[config.mk]
export PLATFORM = sky130hd
export DESIGN_NAME = sound_sequencer_flat
export DESIGN_NICKNAME = d
export VERILOG_FILES = /design/src/rtl/sound_pkg.sv /design/src/rtl/sound_sequencer_if.sv /design/src/rtl/tone_divider.sv /design/src/rtl/sound_sequencer.sv /design/src/flat_wrapper.sv
export SDC_FILE = /design/constraint.sdc
export NUM_CORES = 1
export LEC_CHECK = 0
export BUFFER_PORTS_ARGS = -buffer_cell sky130_fd_sc_hd__buf_2
export CAP_MARGIN = 20
export CORE_UTILIZATION = 55
export CTS_BUF_LIST = sky130_fd_sc_hd__clkbuf_4 sky130_fd_sc_hd__clkbuf_8
export DETAILED_ROUTE_END_ITERATION = 8
export PLACE_DENSITY = 0.71
export SLEW_MARGIN = 10
export SYNTH_ARGS = -nofsm -noshare
export SYNTH_HDL_FRONTEND = slang
export SYNTH_SLANG_ARGS = --single-unit
[constraint.sdc]
create_clock -name clk25 -period 6.8 [get_ports clk25]
set_input_delay 0 -clock clk25 [delete_from_list [all_inputs] [get_ports clk25]]
set_output_delay 0 -clock clk25 [all_outputs]
set_load 0.01 [all_outputs]
[src/rtl/sound_pkg.sv]
// Shared types and constants for the sound sequencer: FSM states, note table, counter widths.
package sound_pkg;

  typedef enum logic [1:0] {IDLE, PLAY, GAP} state_t;

  localparam int NUM_NOTES = 4;
  localparam int HP_W      = 16;
  localparam int DUR_W     = 22;

  // Half-periods in clk25 cycles: C5, E5, G5, C6
  localparam logic [HP_W-1:0] NOTE_HP [NUM_NOTES] = '{16'd23901, 16'd18968, 16'd15944, 16'd11939};

  function automatic logic [HP_W-1:0] note_hp(input logic [1:0] idx, input int unsigned shift);
    return NOTE_HP[idx] >> shift;
  endfunction

endpackage

[src/rtl/sound_sequencer_if.sv]
// Play request in, speaker and busy out; the game core drives the master side.
interface sound_sequencer_if;
  logic PlayAgain;
  logic Speaker;
  logic Busy;

  modport master (output PlayAgain, input Speaker, input Busy);
  modport slave  (input PlayAgain, output Speaker, output Busy);
endinterface

[src/rtl/tone_divider.sv]
// Square-wave generator: each phase lasts half_period cycles (zero clamps to one).
module tone_divider
  import sound_pkg::*;
(
  input  logic            clk25,
  input  logic            Reset,
  input  logic            en,
  input  logic            clr,
  input  logic [HP_W-1:0] half_period,
  output logic            sq
);

  logic [HP_W-1:0] count;
  logic [HP_W-1:0] hp_eff;

  assign hp_eff = (half_period == '0) ? HP_W'(1) : half_period;

  always_ff @(posedge clk25 or posedge Reset) begin
    if (Reset) begin
      sq    <= 1'b0;
      count <= '0;
    end else if (clr) begin
      sq    <= 1'b1;
      count <= '0;
    end else if (en) begin
      if (count == hp_eff - HP_W'(1)) begin
        sq    <= ~sq;
        count <= '0;
      end else begin
        count <= count + HP_W'(1);
      end
    end else begin
      sq    <= 1'b0;
      count <= '0;
    end
  end

endmodule

[src/rtl/sound_sequencer.sv]
// Plays a four-note arpeggio with a silent gap after each note on every rising edge of PlayAgain.
// state | meaning
// IDLE  | silent, waiting for a PlayAgain rising edge
// PLAY  | note note_idx sounding for NOTE_CYCLES cycles
// GAP   | silence for GAP_CYCLES cycles after the current note
module sound_sequencer
  import sound_pkg::*;
#(
  parameter int unsigned NOTE_CYCLES = 2500000,
  parameter int unsigned GAP_CYCLES  = 250000,
  parameter int unsigned HP_SHIFT    = 0
) (
  input logic               clk25,
  input logic               Reset,
  sound_sequencer_if.slave  bus
);

  state_t           state, state_nxt;
  logic [1:0]       note_idx, note_nxt;
  logic [DUR_W-1:0] dur_cnt, dur_nxt;
  logic             trig_d;
  logic             start;
  logic             note_done, gap_done;
  logic             div_en, div_clr;
  logic             speaker;
  logic [HP_W-1:0]  half_period;

  assign start       = bus.PlayAgain & ~trig_d;
  assign note_done   = (dur_cnt == DUR_W'(NOTE_CYCLES - 1));
  assign gap_done    = (dur_cnt == DUR_W'(GAP_CYCLES - 1));
  assign half_period = note_hp(note_idx, HP_SHIFT);

  always_ff @(posedge clk25 or posedge Reset) begin
    if (Reset) begin
      state    <= IDLE;
      note_idx <= '0;
      dur_cnt  <= '0;
      trig_d   <= 1'b0;
    end else begin
      state    <= state_nxt;
      note_idx <= note_nxt;
      dur_cnt  <= dur_nxt;
      trig_d   <= bus.PlayAgain;
    end
  end

  // A fresh edge overrides every terminal count, so a retrigger always restarts at note 0.
  always_comb begin
    state_nxt = state;
    note_nxt  = note_idx;
    dur_nxt   = dur_cnt;
    div_en    = 1'b0;
    div_clr   = 1'b0;
    if (start) begin
      state_nxt = PLAY;
      note_nxt  = '0;
      dur_nxt   = '0;
      div_clr   = 1'b1;
    end else begin
      case (state)
        IDLE: begin
          dur_nxt  = '0;
          note_nxt = '0;
        end
        PLAY: begin
          if (note_done) begin
            state_nxt = GAP;
            dur_nxt   = '0;
          end else begin
            div_en  = 1'b1;
            dur_nxt = dur_cnt + DUR_W'(1);
          end
        end
        GAP: begin
          if (gap_done) begin
            dur_nxt = '0;
            if (note_idx == 2'(NUM_NOTES - 1)) begin
              state_nxt = IDLE;
              note_nxt  = '0;
            end else begin
              state_nxt = PLAY;
              note_nxt  = note_idx + 2'd1;
              div_clr   = 1'b1;
            end
          end else begin
            dur_nxt = dur_cnt + DUR_W'(1);
          end
        end
        default: begin
          state_nxt = IDLE;
          note_nxt  = '0;
          dur_nxt   = '0;
        end
      endcase
    end
  end

  tone_divider u_tone (
    .clk25       (clk25),
    .Reset       (Reset),
    .en          (div_en),
    .clr         (div_clr),
    .half_period (half_period),
    .sq          (speaker)
  );

  assign bus.Speaker = speaker;
  assign bus.Busy    = (state != IDLE);

endmodule
[src/flat_wrapper.sv]
// flat-port wrapper written by rule: the top's interface ports become plain ports
module sound_sequencer_flat import sound_pkg::*;
#(
  parameter int unsigned NOTE_CYCLES = 2500000,
  parameter int unsigned GAP_CYCLES  = 250000,
  parameter int unsigned HP_SHIFT    = 0
)
  (clk25, Reset, bus_PlayAgain, bus_Speaker, bus_Busy);
  sound_sequencer_if bus_i ();
  input logic clk25;
  input logic Reset;
  input wire logic [$bits(bus_i.PlayAgain)-1:0] bus_PlayAgain;
  output wire logic [$bits(bus_i.Speaker)-1:0] bus_Speaker;
  output wire logic [$bits(bus_i.Busy)-1:0] bus_Busy;
  assign bus_i.PlayAgain = bus_PlayAgain;
  assign bus_Speaker = bus_i.Speaker;
  assign bus_Busy = bus_i.Busy;
  sound_sequencer #(.NOTE_CYCLES(NOTE_CYCLES), .GAP_CYCLES(GAP_CYCLES), .HP_SHIFT(HP_SHIFT)) u_core (.clk25(clk25), .Reset(Reset), .bus(bus_i));
endmodule
* Word level (Yosys, flattened, before mapping)
Cells that the tools add are included.
** Word-level totals
- Output and inout bits :: 2
- Register bits :: 44
- Input bits :: 3
** Cells by class
- Bitwise operators :: 4
- Equality and inequality tests :: 11
- Muxes and demuxes :: 30
- Add/subtract/negate cells :: 4
- Reduce and logical (&&, ||, !) cells :: 5
- $lt $le $gt $ge :: 1
** Operator list (count)
- $mux 16 :: 6
- $mux 22 :: 3
- $pmux 22 s2 :: 1
- $bmux 16 s2 :: 1
- $add 22x1->22 const B :: 1
- $eq 22x18->1 const B :: 1
- $eq 22x22->1 const B :: 1
- $add 16x1->16 const B :: 1
- $eq 16x16->1 :: 1
- $logic_not 16->1 :: 1
- $sub 16x1->16 const B :: 1
- $mux 2 :: 6
- $mux 1 :: 11
- $ne 3x1->1 const B :: 2
- $pmux 2 s3 :: 1
- $eq 2x2->1 const B :: 2
- $ne 2x1->1 const B :: 2
- $pmux 2 s2 :: 1
- $ge 3x3->1 const B :: 1
- $ne 3x3->1 const B :: 1
- $not 2->3 :: 1
- $reduce_and 3->1 :: 1
- $add 2x1->2 const B :: 1
- $eq 2x1->1 const B :: 1
- 5 further kinds :: 6

* Longest topological paths before layout
Gate-level depths: netlist (run 1).
- Depth in word-level cells :: 11
- Depth in mapped cells :: 8
- Gate-level depth less buffers :: 7

* Modules after synthesis
Synthesis (run 1) repeated with hierarchy kept, for this count alone.
** Unflattened totals
- Cells, all modules :: 358
- Area total of the unflattened synthesis :: 3183.1 um^2
** By module, submodules not included
- sound_sequencer :: times used 1, area each 1642.8 um^2, cells an instance 169
- tone_divider :: times used 1, area each 1540.2 um^2, cells an instance 189

* Worst setup path before layout (run 1)
Ideal clock, no wire load.
- Path type :: register to register
- Start :: register u_core.note_idx[1]
- End :: register u_core.u_tone.count[11]
- Arrival time :: 2.226 ns
- Stages on the path, launching flop included :: 9
- Data required time :: 6.681 ns
- Clock period less this slack :: 2.345 ns
- Setup time :: 0.119 ns
- Path slack :: 4.455 ns
- Cell sequence :: dfrtp_1 -> inv_1 -> ha_1 -> or4b_2 -> a211oi_1 -> nand4_1 -> nand4_1 -> buf_4 -> nor2_1
** On the way
- Word-level cells in the longest chain between the ends :: 11
- Elaborated cells on any way between the ends :: 16
- Classes of those cells :: 1 x add/sub; 2 x eq/ne; 11 x mux; 1 x bitwise; 1 x reduce/logical
** RTL lines
- start: declaration :: line sound_sequencer.sv:19 : logic [1:0] note_idx, note_nxt;
- start signal: assignment :: line sound_sequencer.sv:41 : note_idx <= note_nxt;
- $not 2->3 (implied by the code) :: line sound_pkg.sv:14 : return NOTE_HP[idx] >> shift;
- $bmux 16 s2 :: line sound_pkg.sv:14
- $mux 16 (implied by the code) (2 in a row) :: line sound_pkg.sv:14
- $logic_not 16->1 :: line tone_divider.sv:16 : assign hp_eff = (half_period == '0) ? HP_W'(1) : half_period;
- $mux 16 :: line tone_divider.sv:16
- $sub 16x1->16 :: line tone_divider.sv:26 : if (count == hp_eff - HP_W'(1)) begin
- $eq 16x16->1 :: line tone_divider.sv:26
- $mux 16 :: line tone_divider.sv:26
- $mux 16 :: line tone_divider.sv:25 : end else if (en) begin
- $mux 16 (*) :: line tone_divider.sv:22 : end else if (clr) begin
- end signal: assignment :: line tone_divider.sv:30 : count <= count + HP_W'(1);
- end: declaration :: line tone_divider.sv:13 : logic [HP_W-1:0] count;
Every way passes the cells marked *; elsewhere a longest branch is shown, timed or not. The select of a mux whose other input is x is not followed.
A chain may end at the register's enable or synchronous reset.

* Final worst setup path (run 1)
- Start :: register u_core.note_idx[1]
- End :: register u_core.u_tone.count[9]
Same word-level chain as after synthesis.

==> results of run 1 <==
[per-layer routing]
| metal | vias up | GRT usage (%) | share of wire [%] |
|---|---|---|---|
| met5 | - | 0 | 0 |
| met4 | 0 | 9.11 | 1.5 |
| met3 | 6 | 4.17 | 1.7 |
| met2 | 11 | 31.9 | 43 |
| met1 | 845 | 30.7 | 54 |
| li1 | 876 | - | - |
[cell type report]
class	instances	area, um^2
clock buffers	8	97.6
fillers	341	1510
inverters	16	60.1
multi-input cells	188	1230
flip-flops and latches	44	1100
well taps	50	62.6
repair buffers	7	47.5
[report_power, final]
| group | switching [uW] | internal (uW) |
|---|---|---|
| combinational | 27.6 | 23.2 |
| clock | 82.6 | 90.9 |
| sequential | 22.4 | 279 |
[cell families (layout without fill, tap and decap cells)]
group                      Yosys count  in the layout
xor gates and xnor gates            41             41
AOI/OAI and AO/OA                   14             14
buffers and inverters               21             31
adders and majority gates           11             11
and+or+nand+nor                    122            122
DFF                                 44             44
[placed cells by master, fill, tap and decap left out, drive strengths merged, types with 2 or more instances in the layout]
cell type	netlist	layout
inv	16	15
nand3	14	14
dfrtp	44	44
or3	4	4
nor3	9	9
nor4b	2	2
dlygate4sd3	0	2
nand2b	2	2
or4b	3	3
nor4	4	4
nand4	8	8
o21ai	2	2
or3b	2	2
and2	2	2
nand3b	2	2
o311ai	2	2
nor2b	2	2
a21oi	2	2
ha	11	11
xnor2	30	30
buf	3	5
nor2	48	48
nand2	11	11
clkbuf	2	8
nand4b	4	4
xor2	11	11
and4	2	2
[metrics by stage]
stage | std cells | hold WS (ps) | instance area [um^2]
global route | 313 | 386 | 2600
floorplan | 253 | 31.4 | 2430
global placement | 303 | 136 | 2480
finish | 313 | 377 | 2600
detailed placement | 303 | 137 | 2480
CTS | 313 | 370 | 2600
[worst max path at each step]
| stage | startpoint | depth (start not counted) | endpoint | slack (ps) |
|---|---|---|---|---|
| 3_3_place_gp | u_core.note_idx[1]$_DFFE_PP0P_ | 7 | u_core.u_tone.count[15]$_DFF_PP0_ | 4040 |
| 3_5_place_dp | u_core.note_idx[1]$_DFFE_PP0P_ | 7 | u_core.u_tone.count[9]$_DFF_PP0_ | 3960 |
| 4_1_cts | u_core.note_idx[1]$_DFFE_PP0P_ | 7 | u_core.u_tone.count[9]$_DFF_PP0_ | 3930 |
| 6_report | u_core.note_idx[1]$_DFFE_PP0P_ | 7 | u_core.u_tone.count[9]$_DFF_PP0_ | 3940 |
| 5_1_grt | u_core.note_idx[1]$_DFFE_PP0P_ | 7 | u_core.u_tone.count[15]$_DFF_PP0_ | 3750 |
| 2_1_floorplan | u_core.note_idx[1]$_DFFE_PP0P_ | 8 | u_core.u_tone.count[11]$_DFF_PP0_ | 4460 |
[sequential cells by signal (all words and copies together), names as in the netlist]
name,cells
u_core.u_tone.sq,1
u_core.state,2
u_core.trig_d,1
u_core.u_tone.count,16
u_core.note_idx,2
u_core.dur_cnt,22
[critical path: stages, from the launching register on]
cell                       delay, ps
sky130_fd_sc_hd__dfrtp_1         490
sky130_fd_sc_hd__inv_1           140
sky130_fd_sc_hd__ha_1            250
sky130_fd_sc_hd__or4b_2          680
sky130_fd_sc_hd__a211oi_1        300
sky130_fd_sc_hd__nand4_1         200
sky130_fd_sc_hd__nand4_1         530
sky130_fd_sc_hd__nor2_1          110
==> out/summary.txt, run 1 <==
======================================================================================================
CTS tree                                                                                         built
Placer congestion estimate                                                                       0.810
Synth warn                                                                                           0
Antenna violation net count after detailed routing                                                   0
Sort of element at the end of the critical path                                               register
Initial Util                                                                                     59.1%
Initial DRT Pass Iterations                                                                          4
Portion of the clock cycle consumed by the worst path in the final layout                        42.1%
Count of buffers added by post-CTS timing repair for setup                                           0
Worst r2r path cells                                                                                 7
Min cycle time layout                                                                          2860 ps
Mean routed wirelength per cell                                                                14.1 um
Fin worst setup slack                                                                          3940 ps
Die H                                                                                          68.5 um
Leading cell type by number of instances after synthesis                                  sky130_fd_sc_hd__nor2_1
Dominant cell type by area after synthesis                                                sky130_fd_sc_hd__dfrtp_1
Total nets after synthesis                                                                         267
Routed vias/inst                                                                                  5.55
Static Leakage                                                                              0.00107 uW
Placement Rows                                                                                      23
Max-Cap Viols                                                                                        0
Area fraction in compound gates after synthesis                                                  4.43%
Diodes inserted                                                                                      0
Fraction of final layout cells sized beyond drive strength 1                                     6.84%
Multiplexer area fraction after synthesis                                                           0%
Adder and majority gate portion of the synthesized area                                          5.66%
Final cell utilization of the core                                                               63.2%
Number of global-route vias before repair                                                         1603
Final max-slew violation count                                                                       0
Boundary Pins                                                                                        5
Startpoint of the most critical register-to-register path                                 u_core.note_idx[1]$_DFFE_PP0P_
Net count, final                                                                                   276
Synth top area cells                                                                      sky130_fd_sc_hd__dfrtp_1 (45%), sky130_fd_sc_hd__xnor2_1 (11%), sky130_fd_sc_hd__nor2_1 (7.4%), sky130_fd_sc_hd__ha_1 (5.7%), sky130_fd_sc_hd__xor2_1 (4.0%)
Peak Freq                                                                                      349 MHz
Sequential element share of the synthesized area                                                 45.3%
Maximum number of pins on one net before global-route repair                                        45
Master cell of the clock root buffer                                                      sky130_fd_sc_hd__clkbuf_8
Area share of the largest cell type after synthesis                                              45.3%
Area fraction in and, or, nand and nor cells after synthesis                                     25.8%
Combinational family with the most area after synthesis                                   simple AND/OR/NAND/NOR gates
Overflow after GRT                                                                                   0
Worst-case vdd ir drop                                                                        0.163 mV
Number of DRC markers in iteration 0                                                               110
DRC errors left                                                                                      0
Share of flip-flops with an asynchronous set or reset                                             100%
Status                                                                                    finished, final reports clean
Floorplan die area                                                                        0.00469 mm^2
Total global routing track utilization                                                           21.6%
Hold WC Path Type                                                                         primary input to asynchronous set/reset pin
Synth Area in XOR/XNOR                                                                           14.8%
Post_cts resized                                                                                     0
Growth of design area from synthesis to finish                                                   7.00%
Core Footprint                                                                            0.00412 mm^2
Final HPWL from detailed placement                                                             3.08 mm
Clk Latency, worst-skew pair                                                                    290 ps
Crit path arrival time                                                                         3010 ps
Slack of the worst reg-to-reg path                                                             3940 ps
Clock transition at the register clock pins on the worst setup and hold paths after CTS          80 ps
Final setup violation count                                                                          0
Post-synthesis instance area                                                              0.00243 mm^2
Number of unique standard cell types used by synthesis                                              39
Number of clock sinks                                                                               44
Setup TNS                                                                                         0 ps
Number of levels the H-tree was split into                                                           2
Required time of the critical path                                                             6950 ps
Pre-CTS setup slack                                                                            3960 ps
Die Width                                                                                      68.5 um
Max Clock Skew                                                                                 8.47 ps
Final routed wirelength across all metal layers                                                4.40 mm
Antenna violations before repair                                                                     0
P per Cell Area                                                                            202 mW/mm^2
CP startpoint kind                                                                            register
Reg-to-reg endpoint                                                                       u_core.u_tone.count[9]$_DFF_PP0_
# port buffers                                                                                       4
Number of storage elements in the synthesis netlist                                                 44
Synth Area per Inst                                                                          9.61 um^2
Wire length of the first global-routing pass                                                   7.36 mm
Post-layout total power                                                                         526 uW
Final-report hold violation count                                                                    0
Number of instances in the synthesized netlist                                                     253
Crit path max fanout                                                                                16
Post-synth top cells                                                                      sky130_fd_sc_hd__nor2_1 (48), sky130_fd_sc_hd__dfrtp_1 (44), sky130_fd_sc_hd__xnor2_1 (30), sky130_fd_sc_hd__inv_1 (16), sky130_fd_sc_hd__nand3_1 (14)
Commonest register cell after synthesis                                                   sky130_fd_sc_hd__dfrtp_1
Number of buffers on the longest clock path                                                          2
Detailed-route via count                                                                          1738
Num CTS Buffers                                                                                      5
CP Class                                                                                  register to register
Post-synth EDFFs                                                                                     0
Worst slew slack as a fraction of its limit                                                      36.6%
Hold buffer count at cts                                                                             2
RSZ-0062 raised after global routing                                                                no
Worst slew pin tran                                                                             948 ps
======================================================================================================
No activity file was read; power rests on OpenSTA's default activity.
==> run 2: changes to the inputs <==
Settings changed: PLACE_DENSITY 0.71 to 0.74.
Clock period 6.8 ns to 2.35 ns, I/O delays scaled along.
==> run 2 against run 1 <==
  * Maximum frequency grew 27%
  * Sequential power rose to 2.9 times the previous value
  * Sequential cell count is the same
  * Combinational power rose to 3.1 times the previous value
  * Sequential share of layout area fell by 1.8 points
  * Clock-buffer cell count down 1
  * Wire length rose by 7.9%
  * Setup slack worse by 3800 ps
  * Register-to-register slack got worse by 3800 ps
  * Highest routed layer unchanged
==> out/summary.txt, run 2 (synthesized netlist as in run 1, its figures left out) <==
======================================================================================================
Status                                                                                    finished, final reports clean
Final routed wirelength across all metal layers                                                4.75 mm
Crit path arrival time                                                                         2440 ps
Fill cell count                                                                                    328
Floorplan die area                                                                        0.00469 mm^2
Max Clock Skew                                                                                 3.70 ps
Final-report hold violation count                                                                    0
Initial DRT Pass Iterations                                                                          4
Final cell utilization of the core                                                               65.9%
Initial Util                                                                                     59.1%
Worst-case vdd ir drop                                                                        0.461 mV
Worst slew slack as a fraction of its limit                                                      51.5%
# port buffers                                                                                       4
Overflow after GRT                                                                                   0
Final max-slew violation count                                                                       0
Number of flip-flops in the largest register                                                        22
Hold WC Path Type                                                                         primary input to register
Antenna violation net count after detailed routing                                                   0
Fraction of final layout cells sized beyond drive strength 1                                     10.4%
Number of global-route vias before repair                                                         1609
Sort of element at the end of the critical path                                               register
Net count, final                                                                                   284
Antenna violations before repair                                                                     0
Portion of the clock cycle consumed by the worst path in the final layout                        95.8%
DRC errors left                                                                                      0
Num CTS Buffers                                                                                      5
Core Footprint                                                                            0.00412 mm^2
Static Leakage                                                                              0.00112 uW
Max-Cap Viols                                                                                        0
Required time of the critical path                                                             2530 ps
Number of levels the H-tree was split into                                                           2
Peak Freq                                                                                      444 MHz
Boundary Pins                                                                                        5
Most flop-heavy register                                                                  u_core.dur_cnt
Mean routed wirelength per cell                                                                14.8 um
Placer congestion estimate                                                                       0.812
Die Width                                                                                      68.5 um
Master cell of the clock root buffer                                                      sky130_fd_sc_hd__clkbuf_8
Fin worst setup slack                                                                          98.3 ps
Growth of design area from synthesis to finish                                                   11.6%
Worst slew pin tran                                                                             720 ps
Clk Latency, worst-skew pair                                                                    290 ps
Diodes inserted                                                                                      0
Number of buffers on the longest clock path                                                          2
Crit path max fanout                                                                                 8
Clock transition at the register clock pins on the worst setup and hold paths after CTS          80 ps
Detailed-route via count                                                                          1793
Top library cells by usage in the layout, fill and taps aside                             sky130_fd_sc_hd__nor2_1 (48), sky130_fd_sc_hd__dfrtp_1 (44), sky130_fd_sc_hd__xnor2_1 (30), sky130_fd_sc_hd__inv_1 (14), sky130_fd_sc_hd__nand3_1 (14)
CTS tree                                                                                         built
Min cycle time layout                                                                          2250 ps
Registers with the most flip-flops                                                        u_core.dur_cnt: 22 flops, u_core.u_tone.count: 16 flops
P per Cell Area                                                                            567 mW/mm^2
Pre-CTS setup slack                                                                            95.7 ps
Final HPWL from detailed placement                                                             3.12 mm
Commonest non-fill, non-tap cell in the layout                                            sky130_fd_sc_hd__nor2_1
Number of clock sinks                                                                               44
Routed vias/inst                                                                                  5.60
Maximum number of pins on one net before global-route repair                                        45
Final setup violation count                                                                          0
Placement Rows                                                                                      23
CP Class                                                                                  register to register
CP startpoint kind                                                                            register
Wire length of the first global-routing pass                                                   7.48 mm
Worst slack on hold paths                                                                       372 ps
Total global routing track utilization                                                           21.8%
Multi-input gate area in the final layout                                                 0.00124 mm^2
Die H                                                                                          68.5 um
Flip-flop and latch area                                                                  0.00110 mm^2
Number of DRC markers in iteration 0                                                               114
======================================================================================================
## run 2: changes by cell type in the layout (fill, tap and decap cells not counted), sizes merged
cell / before / now
buf: 5 / 12
## run 2: routing by layer
layer,routed length [um],vias up,GRT usage [%]
met5,0,-,0
met4,74,0,6.25
met3,180,8,4.50
met2,2000,39,30.4
met1,2500,851,33.3
li1,-,895,-
## run 2: worst max-delay path, stage by stage (launching register included)
cell and delay (ps):
sky130_fd_sc_hd__dfrtp_1 400, sky130_fd_sc_hd__buf_4 170, sky130_fd_sc_hd__ha_1 200, sky130_fd_sc_hd__or3_1 330, sky130_fd_sc_hd__a222oi_1 340, sky130_fd_sc_hd__nand4_1 180
sky130_fd_sc_hd__nand4_1 280, sky130_fd_sc_hd__clkbuf_16 210, sky130_fd_sc_hd__nor2_1 40
## run 2: repair_timing
item                                   4_1_cts  5_1_grt
gates resized for setup                      0        6
setup buffers                                0        1
hold buffers                                 2        0
endpoints found under the hold margin       45        0
setup endpoints to repair                    0       18
## run 2: cell type report
cell class	instances	share of cell area [%]
Clock buffer	7	3.55
Inverter	16	2.21
Timing Repair Buffer	15	5.53
Multi-Input combinational cell	188	45.8
Tap cell	50	2.31
Sequential cell	44	40.6
## run 2: path summary, 6_finish.rpt
check / slack, ps / startpoint / end / depth (start not counted)
hold reg to reg: 450 / u_core.dur_cnt[0]$_DFF_PP0_ / u_core.dur_cnt[0]$_DFF_PP0_ / 1
setup / recovery: 100 / u_core.note_idx[1]$_DFFE_PP0P_ / u_core.u_tone.count[9]$_DFF_PP0_ / 8
hold / removal: 370 / bus_PlayAgain / u_core.trig_d$_DFF_PP0_ / 2
min in group asynchronous: 380 / Reset / u_core.u_tone.count[2]$_DFF_PP0_ / 4
setup reg to reg: 100 / u_core.note_idx[1]$_DFFE_PP0P_ / u_core.u_tone.count[9]$_DFF_PP0_ / 8
max in group asynchronous: 1590 / Reset / u_core.dur_cnt[15]$_DFF_PP0_ / 4
## run 2: power breakdown
part / internal, uW / total, uW / leakage (uW) / switching (uW)
registers: 808 / 877 / 0.000592 / 68.9
logic: 76.9 / 158 / 0.000481 / 80.8
clock network: 262 / 505 / 0.0000503 / 243
total: 1150 / 1540 / 0.00112 / 393
## run 2: through the flow
step / total power [uW] / area, um^2 / cells / TNS, ps
5_1_grt: 1610 / 2710 / 320 / -563
3_5_place_dp: 1040 / 2550 / 309 / 0
3_3_place_gp: 1030 / 2550 / 309 / 0
2_1_floorplan: 994 / 2430 / 253 / 0
6_report: 1540 / 2710 / 320 / 0
4_1_cts: 1540 / 2670 / 318 / 0
==> run 3: changes to the inputs <==
==> constraint.sdc (replaced) <==
create_clock -name clk25 -period 2.35 [get_ports clk25]
set_input_delay 0.235 -clock clk25 [delete_from_list [all_inputs] [get_ports clk25]]
set_output_delay 0.235 -clock clk25 [all_outputs]
set_load 0.01 [all_outputs]
==> run 3 against run 2 <==
  * Maximum frequency fell by 0.21%
  * Clock skew is essentially flat
  * Critical path depth fell by 2
  * First-iteration DRC count rose by 24%
  * Register-to-register slack barely moved
  * Non-clock buffer count is the same
  * Die area did not move
  * Via count up 1.8%
  * Core utilization fell by 0.061 points
==> out/summary.txt, run 3 (synthesized netlist as in run 1, its figures left out) <==
======================================================================================================
Number of clock sinks                                                                               44
Setup TNS                                                                                         0 ps
Crit path arrival time                                                                         2440 ps
Worst slew slack as a fraction of its limit                                                      53.4%
Registers with the most flip-flops                                                        u_core.dur_cnt: 22 flops, u_core.u_tone.count: 16 flops
Top library cells by usage in the layout, fill and taps aside                             sky130_fd_sc_hd__nor2_1 (48), sky130_fd_sc_hd__dfrtp_1 (44), sky130_fd_sc_hd__xnor2_1 (30), sky130_fd_sc_hd__inv_1 (14), sky130_fd_sc_hd__nand3_1 (14)
Clk Latency, worst-skew pair                                                                    290 ps
Worst-case vdd ir drop                                                                        0.339 mV
Die Width                                                                                      68.5 um
Post-DP Area                                                                              0.00256 mm^2
Fraction of final layout cells sized beyond drive strength 1                                     10.7%
Total buffers and inverters traversed by the critical path                                           1
# port buffers                                                                                       4
Max-Cap Viols                                                                                        0
Boundary Pins                                                                                        5
Initial Util                                                                                     59.1%
Placer congestion estimate                                                                       0.813
Overflow after GRT                                                                                   0
Number of global-route vias before repair                                                         1560
DRC errors left                                                                                      0
Diodes inserted                                                                                      0
RSZ-0062 raised after global routing                                                                no
Worst slack on hold paths                                                                      71.4 ps
Worst r2r path cells                                                                                 6
Cell total after placement                                                                         310
Total global routing track utilization                                                           21.3%
Maximum number of pins on one net before global-route repair                                        23
Max Clock Skew                                                                                 3.69 ps
P per Cell Area                                                                            565 mW/mm^2
Peak Freq                                                                                      443 MHz
Final max-slew violation count                                                                       0
Growth of design area from synthesis to finish                                                   11.5%
Net count, final                                                                                   284
Number of DRC markers in iteration 0                                                               141
Final routed wirelength across all metal layers                                                4.61 mm
Num CTS Buffers                                                                                      5
Antenna violation net count after detailed routing                                                   0
Min cycle time layout                                                                          2260 ps
Number of buffers on the longest clock path                                                          2
Met1 Resource Use GR                                                                             31.4%
Wire length of the first global-routing pass                                                   7.33 mm
Number of flip-flops in the largest register                                                        22
Static Leakage                                                                              0.00112 uW
Number of levels the H-tree was split into                                                           2
CTS tree                                                                                         built
Commonest non-fill, non-tap cell in the layout                                            sky130_fd_sc_hd__nor2_1
Master cell of the clock root buffer                                                      sky130_fd_sc_hd__clkbuf_8
CP startpoint kind                                                                            register
Sort of element at the end of the critical path                                               register
Placement Rows                                                                                      23
Final std cells w/o fill                                                                           320
Worst slew pin tran                                                                             692 ps
Final-report hold violation count                                                                    0
Detailed-route via count                                                                          1826
Min-Delay Path Depth                                                                                 1
Crit path max fanout                                                                                 8
Antenna violations before repair                                                                     0
Final HPWL from detailed placement                                                             3.23 mm
Die H                                                                                          68.5 um
Delay contributed by the slowest stage of the critical path                                     510 ps
Core Footprint                                                                            0.00412 mm^2
Status                                                                                    finished, final reports clean
Mean routed wirelength per cell                                                                14.4 um
Library cell contributing the largest single delay on the critical path                   sky130_fd_sc_hd__or4b_1
Met2 capacity usage during global routing                                                        30.8%
CP Class                                                                                  register to register
Routed vias/inst                                                                                  5.71
Floorplan die area                                                                        0.00469 mm^2
WP depth                                                                                             6
Final cell area excluding filler cells                                                    0.00271 mm^2
Portion of the clock cycle consumed by the worst path in the final layout                        96.0%
Hold WC Path Type                                                                         primary input to register
Required time of the critical path                                                             2530 ps
Grt peak-use layer                                                                                met1
Most flop-heavy register                                                                  u_core.dur_cnt
Initial DRT Pass Iterations                                                                          4
GR Layer Usage met3                                                                              4.00%
Top delay family on crit path                                                             simple AND/OR/NAND/NOR gates
Chain of cells forming the critical path                                                  or4b_1 -> or3_1 -> o31a_1 -> nand4_1 -> clkbuf_16 -> nor2_1
Final cell utilization of the core                                                               65.9%
Clock transition at the register clock pins on the worst setup and hold paths after CTS          80 ps
Final setup violation count                                                                          0
======================================================================================================
==> run 3: cell types whose count changed in the layout (fill, tap and decap cells not counted), sizes merged <==
| cell | change |
|---|---|
| dlygate4sd3 | -1 |
| buf | +1 |
==> run 3: cell type report <==
class | instances | area, um^2
fill | 346 | 1400
multi-input combinational | 188 | 1240
sequential | 44 | 1100
timing repair buffer | 15 | 148
clock buffer | 7 | 96.3
tap | 50 | 62.6
inverter | 16 | 60.1
==> run 3: power breakdown <==
group	switching [uW]	internal [uW]	total, uW
combinational	78.2	76.9	155
clock	242	262	504
sequential	65.2	808	873
==> run 3: routing by layer <==
metal	wire length, um	part of all wire, %	vias to the layer above
li1	-	-	895
met1	2410	52	883
met2	1950	42	41
met3	184	4.0	7
met4	63	1.4	0
met5	0	0	-
==> run 3: stage by stage <==
stage                     setup WS (ps)  total power, uW
after floorplan                    5.14              994
after global placement              162             1030
after detailed placement           72.9             1040
after CTS                          63.1             1540
after global routing              0.376             1610
final                              93.6             1530
==> run 3: path summary, 6_finish.rpt <==
kind / from / end / slack, ps
max: u_core.dur_cnt[15]$_DFF_PP0_ / u_core.u_tone.count[9]$_DFF_PP0_ / 90
min: bus_PlayAgain / u_core.trig_d$_DFF_PP0_ / 70
max reg2reg: u_core.dur_cnt[15]$_DFF_PP0_ / u_core.u_tone.count[9]$_DFF_PP0_ / 90
min reg2reg: u_core.dur_cnt[0]$_DFF_PP0_ / u_core.dur_cnt[0]$_DFF_PP0_ / 450
max in group asynchronous: Reset / u_core.u_tone.count[8]$_DFF_PP0_ / 1380
min in group asynchronous: Reset / u_core.dur_cnt[6]$_DFF_PP0_ / 430
==> run 3: timing repair <==
item                                    CTS  global route
resized for setup                         0             5
buffers inserted                          0             1
hold buffers                              1             0
hold endpoints to repair                 11             0
endpoints found under the setup margin    0            17
